===== config.mk =====
export PLATFORM = sky130hd
export DESIGN_NAME = bcd_countdown_timer
export DESIGN_NICKNAME = d
export VERILOG_FILES = /design/src/rtl/bcd_countdown_timer.sv
export SDC_FILE = /design/constraint.sdc
export NUM_CORES = 1
export LEC_CHECK = 0
export ABC_CLOCK_PERIOD_IN_PS = 3000
export BUFFER_PORTS_ARGS = -buffer_cell sky130_fd_sc_hd__buf_2
export CAP_MARGIN = 5
export CORE_UTILIZATION = 33
export CTS_CLUSTER_SIZE = 25
export DETAILED_ROUTE_END_ITERATION = 8
export GPL_ROUTABILITY_DRIVEN = 1
export PLACE_DENSITY = 0.58
export SYNTH_ARGS = -nofsm -noshare
export SYNTH_HDL_FRONTEND = slang
export SYNTH_SLANG_ARGS = --single-unit

===== constraint.sdc =====
create_clock -name input_clk -period 3 [get_ports input_clk]
set_input_delay 0 -clock input_clk [delete_from_list [all_inputs] [get_ports input_clk]]
set_output_delay 0 -clock input_clk [all_outputs]
set_load 0.03 [all_outputs]

===== src/rtl/bcd_countdown_timer.sv =====
// mm:ss BCD countdown timer that rolls into a saturating overtime count-up with a minus sign.
// Optional blinking of the overtime digits is enabled by defining TIMER_BLINK_EN.
module bcd_countdown_timer #(
    parameter int START_MIN = 20,
    parameter int START_SEC = 0,
    parameter int MAX_MIN   = 99,
    parameter int DIGIT_W   = 5
) (
    input  logic               input_clk,
    input  logic               reset,
    input  logic               tick,
    input  logic               start_elapse,
    input  logic               stop_elapse,
    input  logic               load,
    input  logic [3:0]         load_H_min,
    input  logic [3:0]         load_L_min,
    input  logic [3:0]         load_H_sec,
    input  logic [3:0]         load_L_sec,
    output logic [DIGIT_W-1:0] out_H_min,
    output logic [DIGIT_W-1:0] out_L_min,
    output logic [DIGIT_W-1:0] out_H_sec,
    output logic [DIGIT_W-1:0] out_L_sec,
    output logic [DIGIT_W-1:0] out_sign,
    output logic               expired,
    output logic               zero_pulse
);

    typedef enum logic {ST_DOWN, ST_OVER} state_t;

    localparam logic [3:0] RST_HM = 4'(START_MIN / 10);
    localparam logic [3:0] RST_LM = 4'(START_MIN % 10);
    localparam logic [3:0] RST_HS = 4'(START_SEC / 10);
    localparam logic [3:0] RST_LS = 4'(START_SEC % 10);
    localparam logic [3:0] MAX_HM = 4'(MAX_MIN / 10);
    localparam logic [3:0] MAX_LM = 4'(MAX_MIN % 10);
    localparam logic [7:0] MAX_MIN_B = 8'(MAX_MIN);
    localparam logic [DIGIT_W-1:0] GLYPH_BLANK = DIGIT_W'(5'b11111);
    localparam logic [DIGIT_W-1:0] GLYPH_MINUS = DIGIT_W'(5'b10001);

    state_t     r_state, w_state_next;
    logic [3:0] r_h_min, r_l_min, r_h_sec, r_l_sec;
    logic [3:0] w_h_min_next, w_l_min_next, w_h_sec_next, w_l_sec_next;
    logic       r_stopped, w_stopped_next;
    logic       r_zero_pulse, w_zero_pulse_next;
    logic       w_count, w_at_zero, w_at_max, w_blank;

    logic [3:0] w_ld_lm, w_ld_hs, w_ld_ls;
    logic [7:0] w_ld_minutes;
    logic       w_ld_sat;

    assign w_count   = tick & start_elapse & ~r_stopped;
    assign w_at_zero = (r_h_min == 4'd0) && (r_l_min == 4'd0) &&
                       (r_h_sec == 4'd0) && (r_l_sec == 4'd0);
    assign w_at_max  = (r_h_min == MAX_HM) && (r_l_min == MAX_LM) &&
                       (r_h_sec == 4'd5) && (r_l_sec == 4'd9);

    // Out-of-range preset digits are clamped; a preset past MAX_MIN snaps to MAX_MIN:59.
    assign w_ld_lm      = (load_L_min > 4'd9) ? 4'd9 : load_L_min;
    assign w_ld_hs      = (load_H_sec > 4'd5) ? 4'd5 : load_H_sec;
    assign w_ld_ls      = (load_L_sec > 4'd9) ? 4'd9 : load_L_sec;
    assign w_ld_minutes = ({4'd0, load_H_min} * 8'd10) + {4'd0, w_ld_lm};
    assign w_ld_sat     = w_ld_minutes > MAX_MIN_B;

`ifdef TIMER_BLINK_EN
    logic r_blink, w_blink_next;
    assign w_blank = r_blink;
`else
    assign w_blank = 1'b0;
`endif

    always_comb begin
        w_state_next      = r_state;
        w_h_min_next      = r_h_min;
        w_l_min_next      = r_l_min;
        w_h_sec_next      = r_h_sec;
        w_l_sec_next      = r_l_sec;
        w_stopped_next    = r_stopped;
        w_zero_pulse_next = 1'b0;
`ifdef TIMER_BLINK_EN
        w_blink_next      = r_blink;
`endif
        if (load) begin
            w_state_next   = ST_DOWN;
            w_stopped_next = 1'b0;
`ifdef TIMER_BLINK_EN
            w_blink_next   = 1'b0;
`endif
            if (w_ld_sat) begin
                w_h_min_next = MAX_HM;
                w_l_min_next = MAX_LM;
                w_h_sec_next = 4'd5;
                w_l_sec_next = 4'd9;
            end else begin
                w_h_min_next = load_H_min;
                w_l_min_next = w_ld_lm;
                w_h_sec_next = w_ld_hs;
                w_l_sec_next = w_ld_ls;
            end
        end else if (stop_elapse) begin
            w_stopped_next = 1'b1;
        end else if (w_count) begin
            case (r_state)
                ST_DOWN: begin
                    if (w_at_zero) begin
                        w_state_next      = ST_OVER;
                        w_zero_pulse_next = 1'b1;
`ifdef TIMER_BLINK_EN
                        w_blink_next      = 1'b0;
`endif
                    end else if (r_l_sec != 4'd0) begin
                        w_l_sec_next = r_l_sec - 4'd1;
                    end else begin
                        w_l_sec_next = 4'd9;
                        if (r_h_sec != 4'd0) begin
                            w_h_sec_next = r_h_sec - 4'd1;
                        end else begin
                            w_h_sec_next = 4'd5;
                            if (r_l_min != 4'd0) begin
                                w_l_min_next = r_l_min - 4'd1;
                            end else begin
                                w_l_min_next = 4'd9;
                                w_h_min_next = r_h_min - 4'd1;
                            end
                        end
                    end
                end
                ST_OVER: begin
`ifdef TIMER_BLINK_EN
                    w_blink_next = ~r_blink;
`endif
                    if (!w_at_max) begin
                        if (r_l_sec != 4'd9) begin
                            w_l_sec_next = r_l_sec + 4'd1;
                        end else begin
                            w_l_sec_next = 4'd0;
                            if (r_h_sec != 4'd5) begin
                                w_h_sec_next = r_h_sec + 4'd1;
                            end else begin
                                w_h_sec_next = 4'd0;
                                if (r_l_min != 4'd9) begin
                                    w_l_min_next = r_l_min + 4'd1;
                                end else begin
                                    w_l_min_next = 4'd0;
                                    w_h_min_next = r_h_min + 4'd1;
                                end
                            end
                        end
                    end
                end
                default: w_state_next = ST_DOWN;
            endcase
        end
    end

    always_ff @(posedge input_clk) begin
        if (reset) begin
            r_state      <= ST_DOWN;
            r_h_min      <= RST_HM;
            r_l_min      <= RST_LM;
            r_h_sec      <= RST_HS;
            r_l_sec      <= RST_LS;
            r_stopped    <= 1'b0;
            r_zero_pulse <= 1'b0;
`ifdef TIMER_BLINK_EN
            r_blink      <= 1'b0;
`endif
        end else begin
            r_state      <= w_state_next;
            r_h_min      <= w_h_min_next;
            r_l_min      <= w_l_min_next;
            r_h_sec      <= w_h_sec_next;
            r_l_sec      <= w_l_sec_next;
            r_stopped    <= w_stopped_next;
            r_zero_pulse <= w_zero_pulse_next;
`ifdef TIMER_BLINK_EN
            r_blink      <= w_blink_next;
`endif
        end
    end

    // Digit order: 0 = minutes tens ... 3 = seconds units.
    logic [3:0]         w_digit [4];
    logic [DIGIT_W-1:0] w_glyph [4];

    assign w_digit[0] = r_h_min;
    assign w_digit[1] = r_l_min;
    assign w_digit[2] = r_h_sec;
    assign w_digit[3] = r_l_sec;

    genvar gi;
    generate
        for (gi = 0; gi < 4; gi++) begin : g_digit
            assign w_glyph[gi] = w_blank ? GLYPH_BLANK
                                         : {{(DIGIT_W-4){1'b0}}, w_digit[gi]};
        end
    endgenerate

    assign out_H_min  = w_glyph[0];
    assign out_L_min  = w_glyph[1];
    assign out_H_sec  = w_glyph[2];
    assign out_L_sec  = w_glyph[3];
    assign out_sign   = (r_state == ST_OVER) ? GLYPH_MINUS : GLYPH_BLANK;
    assign expired    = (r_state == ST_OVER);
    assign zero_pulse = r_zero_pulse;

endmodule


==> flow_metrics.tcl <==
set metrics [dict create \
    grt_max_degree 33 \
    busiest_layer "met2" \
    drtIter0Drc 119 \
    finalPower_mw 0.935 \
    worstPathRequired_ns 3.20 \
    fillCellCount 642 \
    synth_area_per_cell_sq_um 7.81 \
    die_area_sq_um 6400 \
    power_density_nw_per_um2 415 \
    root_buffer "clkbuf_8" \
    met1_usage_pct 23.7 \
    grt_util_met2_pct 27.5 \
    netlist.area_leader.share_pct 18.9 \
    grt_use_total_pct 16.8 \
    synth_seq_cells 19 \
    most-common-layout-cells "buf_2, nor2_1, dfxtp_1" \
    p_leak_nw 0.944 \
    htree_levels 1 \
    critPathCaptureType "flop" \
    crit_fanout 10 \
    placed_cell_area_sq_um 2210 \
    timing.final.crit_share_pct 85.1 \
    dp.cells 355 \
    max-slew-margin-rel_pct 59.2 \
    overflow 0 \
    syn_to_final_growth_pct 12.1 \
    instances_no_fill 359 \
    status "finished, final reports clean" \
    ys_seq_area_share_pct 18.9 \
    yosysWarnings 0 \
    gp_congestion 0.790 \
    post_synth_num_cell_types 64 \
    cap_violations 0 \
    synth_cells 257 \
    cts_resized 0 \
    clk-insertion-delay-late_ns 0.26 \
    fin_area_sq_um 2250 \
    fin_worst_skew_ns 0.00129 \
    antenna_found_initial 0 \
    vdd.ir_drop.worst_mv 0.211 \
    clk_pin_slew_ns 0.08 \
    synth-compound-area-share_pct 27.4 \
    synthTopCellsByArea "dfxtp_1, ha_1, a21oi_1, nor2_1, xnor2_1" \
    grt_pass1_vias 1722 \
    synthArstFlopShare_pct 0 \
    grt_setup_unrepaired "false" \
    drive_gt1_share_pct 22.2 \
    fin_crit_ns 2.55 \
    grt_pass1_wl_um 8600 \
    detailed_place_hpwl_um 3920 \
    crit_path_start_kind "input port" \
    dr_total_vias 2048 \
    antenna_left 0 \
    yosys.area.top_type "dfxtp_1" \
    use_met3_pct 2.17 \
    pin_count 49 \
    syn_area_sq_um 2010 \
    dr.pass1.iters 4 \
    cts.path.max_buffers 2 \
    synth_top_family_by_area "simple AND/OR/NAND/NOR gates" \
    cts-hold-fix-buffers 0 \
    critical_path_arrival_ns 2.75 \
    crit_type "in2reg" \
    yosys.area_share.simple_pct 28.2 \
    synthAdderAreaFrac_pct 8.60 \
    start_util_pct 34.1 \
    die_h_um 80.0 \
    routed_via_density 5.70 \
    wl_um 5430 \
    num_antenna_cells 0 \
    tns_ns 0 \
    max_freq_mhz 392 \
    synth.mux.area_fraction_pct 2.99 \
    core-area_sq_um 5890 \
    post_cts.repair.setup_buffers 0 \
    hold_viol 0 \
    die_x_um 80.0 \
    drc 0 \
    final_max_slew_viol_count 0 \
    synth_edf_count 0 \
    tightest_slew_ns 0.611 \
    synthXorXnorAreaFrac_pct 3.49 \
    nets 319 \
    min_path_type "in2reg" \
    cts_buffers 3 \
    drt-wirelength-per-cell_um 15.1 \
    io_buffers 42 \
    clock-sinks 19 \
    num_rows 28 \
    setup_viol 0 \
    mostFrequentLayoutCell "buf_2" \
    cts_tree "built" \
    yosys_most_used_dff "dfxtp_1" \
]
## power breakdown
group / switching, mW / internal, mW
Sequential: 0.0652 / 0.277
Clock: 0.0939 / 0.0947
Combinational: 0.235 / 0.169
## per-layer routing
metal	share of wire, %	up-vias
met3	4.5	5
met4	0.63	0
met5	0	-
li1	-	1006
met1	48	978
met2	46	59
## area by class of cell
| class | instances | area (sq um) | share of cell area (%) |
|---|---|---|---|
| well taps | 75 | 93.8 | 4.17 |
| clock buffers | 4 | 45.0 | 2.00 |
| multi-input cells | 201 | 1440 | 63.9 |
| repair buffers | 46 | 240 | 10.7 |
| inverters | 14 | 52.6 | 2.33 |
| flip-flops and latches | 19 | 380 | 16.9 |
## per-stage QoR
step / worst slack, ns / util [%] / hold WS (ns)
2_1_floorplan: 0.416 / - / 0.162
3_3_place_gp: 0.250 / 37.5 / 0.292
3_5_place_dp: 0.175 / 37.5 / 0.307
4_1_cts: 0.440 / 38.3 / 0.0301
5_1_grt: 0.251 / 38.3 / 0.0593
6_report: 0.447 / 38.3 / 0.0331
## path summary, 6_finish.rpt
path | startpoint | end | slack (ns) | cells after the start
max | load_H_min[1] | r_l_sec[3] | 0.45 | 12
min | load_L_min[1] | r_l_min[1] | 0.03 | 3
max reg2reg | r_l_sec[0] | r_h_sec[3] | 0.72 | 6
min reg2reg | r_stopped | r_stopped | 0.51 | 2
## synthesized netlist by cell type (5+ instances only)
cell type / count
buf_4: 8
ha_1: 9
nor3_1: 8
a311oi_1: 5
mux2i_1: 6
o21ai_0: 10
xnor2_1: 7
dfxtp_1: 19
a21oi_1: 17
a21o_1: 6
nand3_1: 11
nor2_1: 21
clkbuf_1: 10
inv_1: 14
nand2_1: 12
a211oi_1: 7
## critical path, stage by stage
cell       delay [ns]
buf_2            0.14
ha_1             0.28
ha_1             0.16
inv_1            0.06
fa_1             0.43
xnor2_1          0.18
or3_4            0.39
a2111oi_4        0.37
a211oi_2         0.09
buf_4            0.19
a311o_1          0.35
a21oi_1          0.11
## state kept, by name (all words and copies together) (netlist names)
signal,count
expired,1
r_h_min,4
r_h_sec,4
r_l_min,4
r_l_sec,4
r_stopped,1
zero_pulse,1
## kinds of logic after synthesis
group,count (synthesis)
flip-flops,19
multiplexers,6
AO/OA/AOI/OAI,73
buffers and inverters,41
other,2
XOR/XNOR,8
adder cells (fa/ha/maj),12
AND/OR/NAND/NOR,96
Note: power is estimated with default switching activity, not from simulation.
